**config.mk**
```make
export PLATFORM = sky130hd
export DESIGN_NAME = specialkey_decoder
export DESIGN_NICKNAME = d
export VERILOG_FILES = /design/src/rtl/specialkey_pkg.sv /design/src/rtl/specialkey_decoder_prefix_timeout.sv /design/src/rtl/specialkey_decoder.sv
export SDC_FILE = /design/constraint.sdc
export NUM_CORES = 1
export LEC_CHECK = 0
export CAP_MARGIN = 20
export CORE_MARGIN = 10
export CORE_UTILIZATION = 65
export DETAILED_ROUTE_END_ITERATION = 6
export DONT_BUFFER_PORTS = 1
export GPL_ROUTABILITY_DRIVEN = 0
export PLACE_DENSITY = 0.81
export SLEW_MARGIN = 20
export SYNTH_ARGS = -nofsm -noshare
export SYNTH_HDL_FRONTEND = slang
export SYNTH_HIERARCHICAL = 1
export SYNTH_SLANG_ARGS = --single-unit
```
**constraint.sdc**
```tcl
create_clock -name clk -period 3.9 [get_ports clk]
set_input_delay 0.39 -clock clk [delete_from_list [all_inputs] [get_ports clk]]
set_output_delay 0.39 -clock clk [all_outputs]
set_load 0.05 [all_outputs]
```
**src/rtl/specialkey_pkg.sv**
```systemverilog
// Shared PS/2 set-2 scancode constants, decoder state encoding and OSD bit map.
// The OSD side imports the osd_command bit indices from here as well.
package specialkey_pkg;

  localparam logic [7:0] SC_E0    = 8'hE0;
  localparam logic [7:0] SC_E1    = 8'hE1;
  localparam logic [7:0] SC_F0    = 8'hF0;
  localparam logic [7:0] SC_AA    = 8'hAA;
  localparam logic [7:0] SC_00    = 8'h00;
  localparam logic [7:0] SC_FF    = 8'hFF;
  localparam logic [7:0] SC_FA    = 8'hFA;
  localparam logic [7:0] SC_FE    = 8'hFE;
  localparam logic [7:0] SC_UP    = 8'h75;
  localparam logic [7:0] SC_DOWN  = 8'h72;
  localparam logic [7:0] SC_LEFT  = 8'h6B;
  localparam logic [7:0] SC_RIGHT = 8'h74;
  localparam logic [7:0] SC_ENTER = 8'h5A;
  localparam logic [7:0] SC_ESC   = 8'h76;
  localparam logic [7:0] SC_F11   = 8'h78;
  localparam logic [7:0] SC_F12   = 8'h07;
  localparam logic [7:0] SC_SCRLK = 8'h7E;

  // Bytes still to swallow after E1 (E1 14 77 E1 F0 14 F0 77)
  localparam logic [2:0] PAUSE_SKIP = 3'd7;

  localparam int OSD_UP    = 0;
  localparam int OSD_DOWN  = 1;
  localparam int OSD_LEFT  = 2;
  localparam int OSD_RIGHT = 3;
  localparam int OSD_ENTER = 4;
  localparam int OSD_ESC   = 5;
  localparam int OSD_F11   = 6;
  localparam int OSD_F12   = 7;

  typedef enum logic [2:0] {
    ST_IDLE   = 3'd0,
    ST_EXT    = 3'd1,
    ST_BRK    = 3'd2,
    ST_EXTBRK = 3'd3,
    ST_PAUSE  = 3'd4
  } state_t;

  typedef struct packed {
    logic       hit;
    logic       scr;
    logic [2:0] idx;
  } key_t;

  function automatic key_t key_lookup(input logic ext, input logic [7:0] code);
    key_t k;
    k = '0;
    case ({ext, code})
      {1'b1, SC_UP}:    begin k.hit = 1'b1; k.idx = 3'(OSD_UP);    end
      {1'b1, SC_DOWN}:  begin k.hit = 1'b1; k.idx = 3'(OSD_DOWN);  end
      {1'b1, SC_LEFT}:  begin k.hit = 1'b1; k.idx = 3'(OSD_LEFT);  end
      {1'b1, SC_RIGHT}: begin k.hit = 1'b1; k.idx = 3'(OSD_RIGHT); end
      {1'b0, SC_ENTER},
      {1'b1, SC_ENTER}: begin k.hit = 1'b1; k.idx = 3'(OSD_ENTER); end
      {1'b0, SC_ESC}:   begin k.hit = 1'b1; k.idx = 3'(OSD_ESC);   end
      {1'b0, SC_F11}:   begin k.hit = 1'b1; k.idx = 3'(OSD_F11);   end
      {1'b0, SC_F12}:   begin k.hit = 1'b1; k.idx = 3'(OSD_F12);   end
      {1'b0, SC_SCRLK}: begin k.hit = 1'b1; k.scr = 1'b1;          end
      default:          k = '0;
    endcase
    return k;
  endfunction

  function automatic logic is_clear_byte(input logic [7:0] code);
    return (code == SC_AA) || (code == SC_00) || (code == SC_FF);
  endfunction

  function automatic logic is_ignore_byte(input logic [7:0] code);
    return (code == SC_FA) || (code == SC_FE);
  endfunction

endpackage

```
**src/rtl/specialkey_decoder_prefix_timeout.sv**
```systemverilog
// Prefix watchdog: reloads on every accepted byte, counts down on cpu_ce and
// holds at zero; expired stays high while the count is zero.
module prefix_timeout #(
  parameter int TIMEOUT = 1000
) (
  input  logic clk,
  input  logic reset,
  input  logic ce,
  input  logic load,
  output logic expired
);

  localparam int W = $clog2(TIMEOUT + 1);
  localparam logic [W-1:0] RELOAD = W'(TIMEOUT);

  logic [W-1:0] cnt;

  always_ff @(posedge clk) begin
    if (reset || load) begin
      cnt <= RELOAD;
    end else if (ce && (cnt != '0)) begin
      cnt <= cnt - W'(1);
    end
  end

  assign expired = (cnt == '0);

endmodule

```
**src/rtl/specialkey_decoder.sv**
```systemverilog
// Special-key front end: PS/2 set-2 prefix tracker and held-level key table
// for the keys handled outside the Vector-06C keyboard matrix.
//
// state  | meaning
// IDLE   | no prefix pending; plain bytes are makes
// EXT    | E0 seen; next byte is an extended make
// BRK    | F0 seen; next byte is a break
// EXTBRK | E0 F0 seen; next byte is an extended break
// PAUSE  | E1 seen; swallowing the rest of the Pause sequence
module specialkey_decoder
  import specialkey_pkg::*;
#(
  parameter int TIMEOUT = 1000
) (
  input  logic       clk,
  input  logic       reset,
  input  logic       cpu_ce,
  input  logic [7:0] scancode,
  input  logic       scancode_ready,
  output logic       key_blksbr,
  output logic       key_osd,
  output logic [7:0] osd_command
);

  state_t     state;
  logic [2:0] skip_cnt;
  logic [7:0] osd_held;
  logic       scr_held;
  logic       expired;
  logic       ext_sel;
  logic       brk_sel;
  key_t       key;

  prefix_timeout #(.TIMEOUT(TIMEOUT)) u_timeout (
    .clk     (clk),
    .reset   (reset),
    .ce      (cpu_ce),
    .load    (scancode_ready),
    .expired (expired)
  );

  always_comb begin
    ext_sel = (state == ST_EXT) || (state == ST_EXTBRK);
    brk_sel = (state == ST_BRK) || (state == ST_EXTBRK);
    key     = key_lookup(ext_sel, scancode);
  end

  always_ff @(posedge clk) begin
    if (reset) begin
      state    <= ST_IDLE;
      skip_cnt <= '0;
      osd_held <= '0;
      scr_held <= 1'b0;
    end else if (scancode_ready) begin
      if (state == ST_PAUSE) begin
        // Every byte inside Pause is swallowed, special bytes included
        if (skip_cnt <= 3'd1) begin
          skip_cnt <= '0;
          state    <= ST_IDLE;
        end else begin
          skip_cnt <= skip_cnt - 3'd1;
        end
      end else if (is_clear_byte(scancode)) begin
        osd_held <= '0;
        scr_held <= 1'b0;
        state    <= ST_IDLE;
      end else if (is_ignore_byte(scancode)) begin
        state <= state;
      end else if (scancode == SC_E1) begin
        state    <= ST_PAUSE;
        skip_cnt <= PAUSE_SKIP;
      end else if (scancode == SC_E0) begin
        state <= ST_EXT;
      end else if (scancode == SC_F0) begin
        state <= ext_sel ? ST_EXTBRK : ST_BRK;
      end else begin
        if (key.hit) begin
          if (key.scr) begin
            scr_held <= ~brk_sel;
          end else begin
            osd_held[key.idx] <= ~brk_sel;
          end
        end
        state <= ST_IDLE;
      end
    end else if (expired && (state != ST_IDLE)) begin
      // Stale prefix is dropped; held keys are left alone
      state    <= ST_IDLE;
      skip_cnt <= '0;
    end
  end

  assign osd_command = osd_held;
  assign key_blksbr  = osd_held[OSD_F12];
  assign key_osd     = scr_held;

endmodule

```
* After elaboration in Yosys (flattened, before gate mapping)
Index checks and enable logic that the tools add are counted.
Cells by class: add/sub/neg operators 2, $lt $le $gt $ge 3, eq/ne operators 31, mux-type cells 36, bitwise operators 2, reduce and logical (&&, ||, !) cells 22
Operators by type and width (count):
- $eq 8x8->1 const B | 7
- $mux 8 | 7
- $eq 9x9->1 const B | 5
- $mux 3 | 13
- $eq 9x7->1 const B | 4
- $pmux 3 s7 | 1
- $reduce_and 8->1 | 2
- $mux 1 | 11
- $logic_not 10->1 | 1
- $reduce_bool 10->1 | 1
- $reduce_or 10->1 | 1
- $sub 10x1->10 const B | 1
- $eq 9x3->1 const B | 1
- $bwmux 8 | 1
- $logic_not 8->1 | 1
- $ne 2x2->1 const B | 4
- $eq 3x2->1 const B | 2
- $logic_or 1x1->1 | 6
- $ne 3x3->1 const B | 2
- $reduce_bool 2->1 | 3
- $lt 3x4->1 const B | 1
- $mux 2 | 2
- $ne 4x4->1 const B | 1
- $reduce_and 4->1 | 1
- other kinds (14) | 17
Storage, ports and cells: register bits after elaboration 25, input bits 12, logic and storage cells 101

* Logic depth before layout (Yosys ltp)
depth in word-level cells 17, depth in mapped cells 11

* By module
Netlist, hierarchy kept.
Modules (own cells, without submodules):
- specialkey_decoder | times used 1, cells an instance 133, area an instance 1094.8 um^2, seq. area each 300.3 um^2
- prefix_timeout | times used 1, cells an instance 69, area an instance 616.8 um^2, seq. area each 200.2 um^2

* Least setup slack after synthesis
No wires, ideal clock.
path kind reg2reg, start reg u_timeout.cnt[0], end reg skip_cnt[2], library setup time 0.124 ns, data arrival time 1.881 ns, required time 3.776 ns, slack 1.895 ns, stages on the path, launching flop included 11, buffers on the path 1, period minus slack after synthesis 2.005 ns, cell sequence dfxtp_1 inv_1 ha_1 or3b_1 buf_2 nor3_4 nor2_1 nor3_1 a221o_1 mux2i_1 nor2_1
Between the ends: cells in the longest elaborated chain, start to end 4
RTL lines:
- start, declared | line specialkey_decoder_prefix_timeout.sv:16 | logic [W-1:0] cnt;
- start signal, assigned | line specialkey_decoder_prefix_timeout.sv:22 | cnt <= cnt - W'(1);
- $logic_not 10->1 | line specialkey_decoder_prefix_timeout.sv:26 | assign expired = (cnt == '0);
- via expired | line specialkey_decoder.sv:29 | logic expired;
- $logic_and 1x1->1 | line specialkey_decoder.sv:86 | end else if (expired && (state != ST_IDLE)) begin
- $reduce_bool 2->1 (no source line)
- $reduce_and 4->1 (no source line)
- end signal, assigned | line specialkey_decoder.sv:61 | skip_cnt <= skip_cnt - 3'd1;
- end, declared | line specialkey_decoder.sv:26 | logic [2:0] skip_cnt;
The timed path passes the listed nets, and every way through them passes these cells. A chain may end at the register's enable or synchronous reset.

* Worst setup path in the final report
start reg u_timeout.cnt[0], end reg skip_cnt[0]
The elaborated chain is that of the path after synthesis.

==> run metrics <==
synthesized area per cell=8.473 µm²; initial antenna violation count=0; Slew HR=35.57%; Max Cap Viol=0; drt via density=approximately 7; Clock Latency Late Sink=310 ps; top-count cell post-synth=dfxtp_1; Post-Synth Simple-Gate Area=34.80%; Die Y=~70 µm; drt pass-1 iters=4; CTS Root Cell=clkbuf_4; die area=5086 µm²; DRT antenna net count=0; EDFF count, synth=0; Synth Flop Type=dfxtp_1; worst path cell trace=inv_1 > ha_1 > or3b_1 > nor3_4 > nor2_1 > nor3_1 > a221o_1 > o211ai_1 > o21ai_0 > nor2_1; fill cell count=222; vias in the first global route=1464; Mapped Area=between 1500 and 2000 µm²; GRT Total Usage=15.28%; Most Frequent Cell on Critical Path=nor2_1; Reg clk slew, reported paths=130 ps; Seq cells post-synth=25; Post-Syn Nets=217; CP Launch Type=flip-flop; Initial Util=about two thirds; Post-DP Area=1677 µm²; register area share after synthesis=roughly 29%; Synth Area in Compound Gates=between 20% and 30%; Final Max Tran Viols=0; mux contribution to synthesized area=0.5848%; Synth Area in XOR/XNOR=0%; Crit path arrival time=around 2500 ps; reg2reg start=u_timeout/cnt[0]; Worst Tran Pin Value=965.1 ps; non-filler cells, final=226; initial drt markers=228; synthesized-area fraction occupied by adder cells=2.193%; nets@finish=212; Die Wd=71.32 µm; CTS max path bufs=2; final setup fails=0; f_max=approximately 450 MHz; status=finished, final reports clean; # Post-CTS Setup Buffers=0; Max IR drop VDD=249.0 µV; CTS tree=done; Register Area=500.5 µm²; register-to-register setup slack=1660 ps; ys async rst share=0%; fin area=1703 µm²; largest net degree at the start of global routing=21; Yosys Warn Count=6; largest area contributor in the netlist=dfxtp_1; H-tree depth=1; Power Total=425.3 µW; CP max stage cell=or3b_1; placed insts=~220; Worst setup startpoint=u_timeout/cnt[0]; Worst path max stage delay=500 ps; critical path fanouts, max=7; Tcrit/Tclk final=57.40%; clock sink count=25; Wirelength per Cell=18.29 µm; number of library cell types mapped by synthesis=58; first-pass GRT wire length=6644 µm; core area=between 2000 and 2500 µm²; hold buffer count at cts=0; Area contributors post-synth=dfxtp_1, o211ai_1, o21ai_0; row count=18; Final Hold Fails=0; GRT overflow=0; Post-Synthesis Cells=a little over 200; hold path start=reset; WHS Path Cells=1; final wirelength=4134 µm; Setup CP Type=reg -> reg; IO Port Bufs=0; via count=1624; main combinational cell family by area after synthesis=simple AND/OR/NAND/NOR gates; Hold WS=125.8 ps; # resized after CTS=0; most frequent cells after synthesis=dfxtp_1, nor2_1, o21ai_0, inv_1, o211ai_1; drt drc=0; DP HPWL=about 3000 µm; multi-input logic area=between 1000 and 1500 µm²; I/O pins=22; endpoint class of the critical path=flip-flop; Synth top area share=29.24%; Max Clock Skew=1.615 ps; worst reg-to-reg path cell count=10; Area growth syn-to-layout=-0.5119%; CTS Buf Count=3; setup TNS=0 ps; layout cell share with drive strength beyond 1=around a tenth; RSZ-0062 raised after global routing=no; # diodes=0; Tmin final=~2200 ps; Critical Path RT=4120 ps; pwr dens=between 200 and 250 nW/µm²; HP Class=in -> reg; P_leak=0.0005458 µW
[critical path, delay by kind of cell, from the launching register on]
kind / cells / cell delay [ps]
flip-flops: 1 / 370
adder cells (fa/ha/maj): 1 / 260
AND/OR/NAND/NOR: 5 / 970
AO/OA/AOI/OAI: 3 / 460
buffers and inverters: 1 / 80
[power breakdown]
part | internal, µW | switching, µW
Clock | 40.0 | 72.0
Sequential | 259 | 5.34
Combinational | 20.9 | 28.5
Total | 319 | 106
[final timing paths]
path                           end
setup / recovery       skip_cnt[0]
hold / removal            state[2]
setup reg to reg       skip_cnt[0]
hold reg to reg   u_timeout/cnt[9]
[per-stage QoR]
step	worst slack [ps]	utilization, %
floorplan	1895	-
global placement	1779	67.07
detailed placement	1718	67.07
global route	1459	68.12
CTS	1688	68.12
finish	1661	68.12
[flip-flops by register name, summed over array words and instances (netlist names)]
signal / count
state: 3
osd_command: 8
key_osd: 1
skip_cnt: 3
u_timeout/cnt: 10
[kinds of logic (layout without fill, tap and decap cells)]
kind of cell,Yosys count,count (layout)
fa+ha+maj,3,3
buf+inv,23,17
mux,1,1
compound gates,59,59
flops,25,25
simple gates,91,91
[cell usage in the layout (no fill, tap or decap), types with 3 or more instances in the layout]
master    synthesis  layout
dfxtp_1          25      25
nor2_1           13      13
o21ai_0          13      13
inv_1            12      12
o211ai_1         10      10
nor3_1            8       8
nand2_1           8       8
nor4_1            7       7
nand3b_1          7       7
nand3_1           6       6
or4_1             6       6
o31ai_1           6       6
nand4_1           4       4
nor2b_1           4       4
o21ai_1           4       4
nand2b_1          3       3
or4_4             3       3
a21oi_1           3       3
o41ai_1           3       3
and3b_1           3       3
ha_1              3       3
clkbuf_4          0       3
[area by class of cell]
class	instances	area share, %
flip-flops and latches	25	29.39
repair buffers	1	0.4409
well taps	30	2.204
inverters	12	2.645
clock buffers	4	1.543
multi-input cells	154	63.78
[layer usage]
metal / vias up / wire (µm) / track usage (%) / part of all wire, %
met1: 752 / 1671 / 16.72 / 40
met4: 0 / 115 / 8.387 / 2.8
met5: - / 0 / 0 / 0
met3: 16 / 362 / 4.408 / 8.8
li1: 777 / - / - / -
met2: 79 / 1985 / 25.88 / 48
No activity file was read; power rests on OpenSTA's default activity.
